File: src/rtl/synth_pkg.sv
// ---------------------------------------------------------------------------
// synth_pkg: shared widths, types and the sample saturation helper.
// ---------------------------------------------------------------------------
`default_nettype none

package synth_pkg;

    localparam int NUM_VOICES = 8;
    localparam int FRAME_LEN  = 16;
    localparam int PHASE_W    = 48;
    localparam int SAMPLE_W   = 16;
    localparam int VOL_SHIFT  = 6;
    localparam int FRAC_BITS  = 20;
    localparam int MIX_W      = 24;
    localparam int FILT_W     = SAMPLE_W + 2;
    localparam int CNT_W      = $clog2(FRAME_LEN);

    typedef logic        [PHASE_W-1:0]  phase_t;
    typedef logic signed [MIX_W-1:0]    mix_t;
    typedef logic signed [SAMPLE_W-1:0] sample_t;
    typedef logic signed [FILT_W-1:0]   filt_t;

    localparam mix_t SAMPLE_MAX = mix_t'((1 << (SAMPLE_W - 1)) - 1);
    localparam mix_t SAMPLE_MIN = mix_t'(-(1 << (SAMPLE_W - 1)));

    function automatic sample_t saturate(input mix_t value);
        sample_t result;
        if (value > SAMPLE_MAX) begin
            result = sample_t'(SAMPLE_MAX);
        end else if (value < SAMPLE_MIN) begin
            result = sample_t'(SAMPLE_MIN);
        end else begin
            result = sample_t'(value);
        end
        return result;
    endfunction

endpackage

`default_nettype wire

File: src/rtl/synth_voice.sv
// ---------------------------------------------------------------------------
// synth_voice: one square-wave voice (phase accumulator + signed gain).
// ---------------------------------------------------------------------------
`default_nettype none

module synth_voice
    import synth_pkg::*;
(
    input  logic        clk,
    input  logic        reset,
    input  logic        tick,
    input  logic [31:0] frequency,
    input  phase_t      p,
    input  logic [31:0] volume,
    output mix_t        contribution
);

    localparam logic [31:0] MAG_MAX = 32'((1 << (MIX_W - 1)) - 1);

    phase_t               acc;
    phase_t               acc_next;
    logic [PHASE_W:0]     sum;
    logic [PHASE_W+1:0]   p_times3;
    logic [31:0]          scaled;
    logic [MIX_W-1:0]     magnitude;
    logic                 positive;

    // Contribution reflects the post-advance phase so the top can latch it on the tick edge.
    always_comb begin
        sum      = {1'b0, acc} + {{(PHASE_W - 31){1'b0}}, frequency};
        acc_next = sum[PHASE_W-1:0];
        if (sum >= {1'b0, p}) begin
            acc_next = phase_t'(sum - {1'b0, p});
        end
        positive  = (acc_next < (p >> 1));
        p_times3  = {2'b00, p} + {1'b0, p, 1'b0};
        scaled    = volume >> VOL_SHIFT;
        magnitude = (scaled > MAG_MAX) ? MAG_MAX[MIX_W-1:0] : scaled[MIX_W-1:0];
        contribution = positive ? $signed(magnitude) : -$signed(magnitude);
    end

    always_ff @(posedge clk) begin
        if (reset) begin
            acc <= p_times3[PHASE_W+1:2];
        end else if (tick) begin
            acc <= acc_next;
        end
    end

endmodule

`default_nettype wire

File: src/rtl/square_synthesizer.sv
// ---------------------------------------------------------------------------
// square_synthesizer: 8-voice square mixer with optional one-pole low-pass.
// ---------------------------------------------------------------------------
`default_nettype none

module square_synthesizer
    import synth_pkg::*;
(
    input  logic                       clk,
    input  logic                       reset,
    input  logic [31:0]                clock_speed_divided_by_16,
    input  logic                       filter_enabled,
    input  logic [2:0]                 cutoff,
    input  logic [31:0]                voice_volumes [NUM_VOICES-1:0],
    input  logic [31:0]                frequencies   [NUM_VOICES-1:0],
    output logic signed [SAMPLE_W-1:0] out
);

    logic [CNT_W-1:0] frame_count;
    logic             tick;
    phase_t           p;
    mix_t             contributions [NUM_VOICES-1:0];
    mix_t             mix_sum;
    sample_t          mix;
    filt_t            y;
    filt_t            y_next;
    filt_t            diff;

    assign tick = (frame_count == CNT_W'(FRAME_LEN - 1));
    assign p    = phase_t'(clock_speed_divided_by_16) << FRAC_BITS;

    for (genvar i = 0; i < NUM_VOICES; i++) begin : g_voice
        synth_voice u_voice (
            .clk          (clk),
            .reset        (reset),
            .tick         (tick),
            .frequency    (frequencies[i]),
            .p            (p),
            .volume       (voice_volumes[i]),
            .contribution (contributions[i])
        );
    end

    // y and the mix both stay within the sample range, so the two guard bits never overflow.
    always_comb begin
        mix_sum = '0;
        for (int i = 0; i < NUM_VOICES; i++) begin
            mix_sum = mix_sum + contributions[i];
        end
        mix    = saturate(mix_sum);
        diff   = filt_t'(mix) - y;
        y_next = y + (diff >>> cutoff);
    end

    always_ff @(posedge clk) begin
        if (reset) begin
            frame_count <= '0;
            y           <= '0;
            out         <= '0;
        end else begin
            frame_count <= tick ? '0 : frame_count + 1'b1;
            if (tick) begin
                y   <= y_next;
                out <= filter_enabled ? sample_t'(y_next) : mix;
            end
        end
    end

endmodule

`default_nettype wire

File: config.mk
export PLATFORM = sky130hd
export DESIGN_NAME = square_synthesizer
export DESIGN_NICKNAME = d
export VERILOG_FILES = /design/src/rtl/synth_pkg.sv /design/src/rtl/synth_voice.sv /design/src/rtl/square_synthesizer.sv
export SDC_FILE = /design/constraint.sdc
export NUM_CORES = 2
export LEC_CHECK = 0
export BUFFER_PORTS_ARGS = -buffer_cell sky130_fd_sc_hd__buf_4
export CORE_MARGIN = 3
export CORE_UTILIZATION = 45
export DETAILED_ROUTE_END_ITERATION = 6
export MAX_ROUTING_LAYER = met4
export PLACE_DENSITY_LB_ADDON = 0.2
export SYNTH_ARGS = -nofsm -noshare
export SYNTH_HDL_FRONTEND = slang
export SYNTH_SLANG_ARGS = --single-unit
File: constraint.sdc
create_clock -name clk -period 24.6 [get_ports clk]
set_clock_uncertainty 0.2 [all_clocks]
set_input_delay 6.15 -clock clk [delete_from_list [all_inputs] [get_ports clk]]
set_output_delay 6.15 -clock clk [all_outputs]
set_load 0.02 [all_outputs]
==> Word level (Yosys, flattened, before mapping) <==
Index checks and enable logic that the tools add are counted.
W data, S select, Z words.
{ "classes": {"reduce_logical": 2, "div": 0, "muxes": 43, "addsub": 35, "n_eq_ne": 1, "n_mul": 0, "shifts": 1, "magnitude_cmp": 26, "n_bitwise": 0} }
{ "op_table": {"columns": ["cell", "count"], "rows": [
  ["$mux W48", 24],
  ["$add A48 B32 Y49", 8],
  ["$ge A49 B48 Y1", 8],
  ["$lt A48 B47 Y1", 8],
  ["$mux W24", 16],
  ["$sub A48 B48 Y48", 8],
  ["$gt A26 B23 Y1 const B", 8],
  ["$neg A24 Y24", 8],
  ["$add A24 B24 Y24", 7],
  ["$add A48 B49 Y50", 1],
  ["$mux W16", 3],
  ["$gt A24 B16 Y1 const B", 1],
  ["$lt A24 B16 Y1 const B", 1],
  ["$add A18 B18 Y18", 1],
  ["$sshr A18 B3 Y18", 1],
  ["$sub A16 B18 Y18", 1],
  ["$add A4 B1 Y4 const B", 1],
  ["$eq A4 B4 Y1 const B", 1],
  ["$reduce_bool A2 Y1", 1],
  ["$reduce_or A2 Y1", 1]
]} }
{ "totals": {"latchBits": 0, "romBits": 0, "mem_count": 0, "output_inout_bits": 16, "wordCells": 119, "reg_bits": 422, "mem_bits_rw": 0} }

==> Logic depth before layout (Yosys ltp) <==
{ "logic_depth": {"word_depth": 19, "ltp_mapped": 114} }

==> Hierarchy <==
A second synthesis with hierarchy kept.
{ "unflattened": {"cells_unflattened": 13386, "hier_area_um2": 102230.5} }
{ "by_module_without_submodules": {"columns": ["module", "area_each_um2", "n_inst", "cells_per_inst"], "rows": [
  ["synth_voice (g_voice[0].u_voice ...)", 11735.0, 5, 1549],
  ["synth_voice (g_voice[7].u_voice)", 11771.3, 1, 1530],
  ["synth_voice (g_voice[1].u_voice)", 11538.6, 1, 1528],
  ["synth_voice (g_voice[2].u_voice)", 11408.4, 1, 1501],
  ["square_synthesizer", 8837.2, 1, 1082]
]} }

==> Least setup slack after synthesis <==
Ideal clock, no wire load.
{ "synth_timing": {"path_kind": "input port to flip-flop", "startpoint": "input frequencies[128] (netlist bit)", "endpoint": "register y[17]", "setup_ps": 124, "n_path_buf": 7, "path_slack_ps": -1891, "arrival_ps": 26167, "stages": 109, "path_cell_list": "ha_1 -> inv_1 -> fa_1 -> nor2b_1 -> o31a_1 -> o211ai_1 -> o31a_1 -> o211a_1 -> o31a_1 -> o21a_1 -> o21ai_1 -> a21o_1 -> clkbuf_1 -> nand3_1 -> xor2_1 -> inv_1 -> ha_1 -> a21o_1 -> [73 not listed] -> xnor2_1 -> mux2_2 -> mux4_2 -> ha_1 -> inv_1 -> o21bai_1 -> a21oi_1 -> o21bai_1 -> a21oi_1 -> o21bai_1 -> a21oi_1 -> o21ai_0 -> o41ai_1 -> nor2_1 -> nand2_1 -> mux2i_1 -> o21ai_0 -> o31ai_1"} }
{ "synth_between": {"elab_chain_len": 15, "elab_cells_between_ends": 17, "classes_between": "add/sub (8); order compare (4); shift (1); mux (4)"} }
{ "synth_lines": {"columns": ["item", "line", "source"], "rows": [
  ["start: declaration", "square_synthesizer.sv:15", "input logic [31:0] frequencies [NUM_VOICES-1:0],"],
  ["$add A48 B32 Y49 *", "synth_voice.sv:30", "sum = {1'b0, acc} + {{(PHASE_W - 31){1'b0}}, frequency};"],
  ["$sub A48 B48 Y48 / $ge A49 B48 Y1 (equally long branches)", "synth_voice.sv:33, synth_voice.sv:32", null],
  ["$mux W48 *", "synth_voice.sv:32", "if (sum >= {1'b0, p}) begin"],
  ["$lt A48 B47 Y1 *", "synth_voice.sv:35", "positive = (acc_next < (p >> 1));"],
  ["$mux W24 *", "synth_voice.sv:39", "contribution = positive ? $signed(magnitude) : -$signed(magnitude);"],
  ["$add A24 B24 Y24 * (4 in a row)", "square_synthesizer.sv:48", "mix_sum = mix_sum + contributions[i];"],
  ["$lt A24 B16 Y1", "synth_pkg.sv:30", "end else if (value < SAMPLE_MIN) begin"],
  ["$mux W16", "synth_pkg.sv:30", null],
  ["$mux W16 *", "synth_pkg.sv:28", "if (value > SAMPLE_MAX) begin"],
  ["$sub A16 B18 Y18 *", "square_synthesizer.sv:51", "diff = filt_t'(mix) - y;"],
  ["$sshr A18 B3 Y18 *", "square_synthesizer.sv:52", "y_next = y + (diff >>> cutoff);"],
  ["$add A18 B18 Y18 *", "square_synthesizer.sv:52", null],
  ["end signal: assignment", "square_synthesizer.sv:63", "y <= y_next;"],
  ["end: declaration", "square_synthesizer.sv:25", "filt_t y;"]
]} }
Mark *: on every way between the ends. The rest lies on a longest branch, timed or not.
A chain may end at the register's enable or synchronous reset.

==> Worst setup path after layout <==
{ "layout_timing": {"startpoint": "input frequencies[129] (netlist bit)", "endpoint": "register y[17]"} }
The elaborated chain is that of the path after synthesis.

==> results.md <==
- The kind of critical path is in2reg.
- The transition at the pin with the smallest max-transition slack is 1.29 ns.
- The initial cell density of the core is 0.455.
- The later-pin clock latency in the skew report is 0.70 ns.
- The worst min-delay path class is reg2reg.
- The maximum buffer depth of the clock tree is 3.
- The time the worst path needs with I/O delays and setup is 25.57 ns.
- The cell sitting at the root of the clock tree is a clkbuf_16.
- After detailed routing, the average wire length per cell comes to 21.7 um.
- The flow ran to the end, but the final reports show violations.
- Entering global routing, the biggest net connects 130 pins.
- The sequential share of the synthesized area is 0.199.
- The count of cell types in the netlist is 94.
- The met3 routing resource usage after global routing is 0.0633.
- The final reports fail on negative setup slack.
- In this run the most used layer during global routing was met2.
- The post-route DRC violation count is 0.
- The first detailed-routing pass took 6 iterations.
- In this run the cell area of the synthesized design comes to 0.0618 mm^2.
- Setup repair after global routing could not meet its margin everywhere.
- The startpoint kind of the worst setup timing path is a primary input.
- In this run, the number of DRC markers left after iteration 0 of detailed routing was 6470.
- Of the cells placed in the final design, the portion with a size suffix greater than 1 is 0.326.
- The post-route setup TNS is -6.21 ns.
- The number of synthesized flops with an enable pin is roughly 380.
- The pre-CTS worst setup slack is -2.92 ns.
- The number of synthesized register bits is 422.
- The met2 track demand over resource is 0.551.
- Among cell families on the critical path, the largest total delay comes from compound AO/OA/AOI/OAI gates.
- The via count of the first global-routing pass is 66700.
- The initial antenna violation count is 54.
- After floorplanning, the core was divided into 135 placement rows.
- Counting the fill cells in the layout gives ~12000.
- The area added between synthesis and finish is 40.7%.
- The worst setup path is captured at a flip-flop.
- Setup violations remaining at the end of the flow were counted as 13.
- The final HPWL from detailed placement is 205000 um.
- The number of nets handed over by synthesis was roughly 9000.
- The clock drives 422 sinks.
- The cell with the most instances on the worst path is buf_4.
- After technology mapping, the gate count stands at 7545.
- The maximum single-stage delay on the critical path is 0.60 ns.
- In this run the mean area of a mapped cell was 8.19 um^2.
- Counting flops with an async set or reset pin after synthesis yields a share of 0.
- The arrival time at the worst endpoint is 25.95 ns.
- The critical-path cell with the highest stage delay is fa_1.
- The total count of hold-check failures in the final report was 0.
- For this run, the number of Yosys warnings is 0.
- The total via count after detailed routing is 69100.
- The footprint of the flip-flops and latches is approximately 0.012 mm^2.
- At the end of routability-driven placement, the weighted congestion stood at 1.03.
- The highest net fanout along the worst path is 8.
- The core region is 0.136 mm^2.
- Measured along the y axis, the die boundary spans 377 um.
- STA puts the critical path data required time at approximately 25 ns.
- For this design the top-level I/O count stands at 566.
- The count of nets left with antenna violations after detail routing is 0.
- Of the available clock period, the critical path in the final layout requires 1.04.
- The maximum clock frequency is 39.1 MHz.
- The die is 377 um wide.
- In the routed layout, each cell is associated on average with a via count of about 5.8.
- For this run, the total global-route usage over all layers was measured as 0.357.
- The final worst setup slack is -0.969 ns.
- In the global route stage, met1 resource usage came out at 0.460.
- The die covers 0.142 mm^2.
- The routed design has between 200000 and 300000 um of wire.
- In this run the tool buffered the top-level ports with 513 buffer cells.
- The maximum level of the CTS H-tree is 2.
- For flop-to-flop paths, the worst setup slack is 4.17 ns.
- The final layout net count is 11500.
- TritonCTS built the clock tree.
- The first global-routing pass estimated 382000 um of wire.
- The max-cap check violation count is 0.
- The number of buffers and inverters on the critical path is 39.
- The total overflow left after global routing is 0.
- The multi-input combinational cells in the finished layout cover a total of 0.0490 mm^2.
- The share of the core filled with cells in the final layout is 0.640.
- In this run the tightest slew margin relative to its limit is 0.141.
- The final number of max-transition violations came to 0.
- The most used flip-flop cell after synthesis is edfxtp_1.
- Buffers inserted during clock tree synthesis total 60.
- The CTS clock-pin slew for the worst setup and hold paths is 0.07 ns.
[area by class of cell]
| type | count | area share |
|---|---|---|
| Timing Repair Buffer | 2534 | 0.223 |
| Antenna cell | 53 | 0.00153 |
| Clock buffer | 70 | 0.0179 |
| Clock inverter | 42 | 0.00590 |
| Multi-Input combinational cell | 6474 | 0.564 |
| Tap cell | 1781 | 0.0256 |
| Sequential cell | 422 | 0.141 |
| Inverter | 470 | 0.0205 |
[timing repair]
item / CTS / global route
buffers inserted: 112 / 39
pin swaps: 130 / 137
setup endpoints to repair: 30 / 32
hold buffers: 0 / 0
resized for setup: 209 / 274
cloned: 4 / 0
[synthesized netlist by cell type, types with 38 or more instances]
| library cell | count | area [um^2] |
|---|---|---|
| o311ai_0 | 81 | 709 |
| a21oi_1 | 536 | 2680 |
| o31ai_1 | 75 | 563 |
| mux2i_1 | 45 | 450 |
| a21boi_0 | 50 | 375 |
| o211ai_1 | 46 | 345 |
| nand4_1 | 115 | 719 |
| dfxtp_1 | 38 | 761 |
| and2_1 | 89 | 557 |
| o21ai_0 | 518 | 2590 |
| a31oi_1 | 55 | 344 |
| xor2_1 | 162 | 1420 |
| a211oi_1 | 90 | 676 |
| fa_1 | 154 | 3080 |
| ha_1 | 792 | 9910 |
| o21bai_1 | 76 | 571 |
| nand2b_1 | 102 | 638 |
| clkbuf_1 | 152 | 571 |
| o21a_1 | 99 | 743 |
| nor2b_1 | 98 | 613 |
| xnor2_1 | 402 | 3520 |
| a21bo_2 | 116 | 1160 |
| and3_1 | 103 | 644 |
| or3_1 | 90 | 563 |
| nand2_1 | 735 | 2760 |
| nor3_1 | 194 | 971 |
| mux2_2 | 98 | 1100 |
| or2_2 | 39 | 244 |
| a21o_1 | 256 | 1920 |
| edfxtp_1 | 384 | 11500 |
| nor4_1 | 43 | 269 |
| nor2_1 | 625 | 2350 |
| inv_1 | 468 | 1760 |
| nand3_1 | 181 | 906 |
[cell usage in the layout (no fill, tap or decap), drive strengths merged, types with 102 or more instances in the layout]
master,n
nand2,735
edfxtp,384
a21bo,116
nand4,115
nand2b,102
ha,792
nor2,626
xnor2,402
nor3,194
inv,472
a21o,256
fa,154
and3,103
a21oi,536
o21ai,527
nand3,182
xor2,163
buf,2534
[final timing paths]
check	endpoint	startpoint	depth (start not counted)
max	y[17]	frequencies[129]	115
max reg2reg	y[17]	g_voice[4].u_voice.acc[0]	115
min	frame_count[0]	frame_count[0]	1
min reg2reg	frame_count[0]	frame_count[0]	1
[worst register-to-register path, delay by kind of cell (launching register included)]
family | cells | cell delay, ns
buffers and inverters | 39 | 4.72
multiplexers | 4 | 1.22
AO/OA/AOI/OAI | 36 | 5.64
AND/OR/NAND/NOR | 22 | 3.52
flip-flops | 1 | 0.41
adder cells (fa/ha/maj) | 10 | 3.66
XOR/XNOR | 4 | 0.92
[flip-flops by register name, indices dropped and copies added (netlist names)]
| name | cells |
|---|---|
| y | 18 |
| g_voice.u_voice.acc | 384 |
| frame_count | 4 |
| out | 16 |
[kinds of logic (layout without fill, tap and decap cells)]
family,count (synthesis),in the layout,synth area share
and+or+nand+nor,2558,2558,0.201
xor gates and xnor gates,565,566,0.0803
adders and majority gates,946,946,0.210
DFF,422,422,0.199
muxes,146,146,0.0262
AOI/OAI and AO/OA,2256,2258,0.243
buffers and inverters,652,3116,0.0401
other,0,53,0
[layer usage]
layer / part of all wire / vias up
met5: 0 / -
met4: 0.050 / 0
met3: 0.10 / 607
met2: 0.44 / 3028
met1: 0.41 / 32700
li1: - / 32800
[metrics by stage]
step | cells | hold WS [ns] | cell area [um^2]
finish | 11800 | 0.251 | 86900
global route | 11800 | 0.289 | 86900
CTS | 11800 | 0.253 | 85600
detailed placement | 11500 | 0.237 | 81900
global placement | 11500 | 0.230 | 81900
floorplan | 7545 | 0.218 | 62100
Power is not shown: default switching activity piles up to over one toggle a cycle in this logic, so the estimate is an artifact.
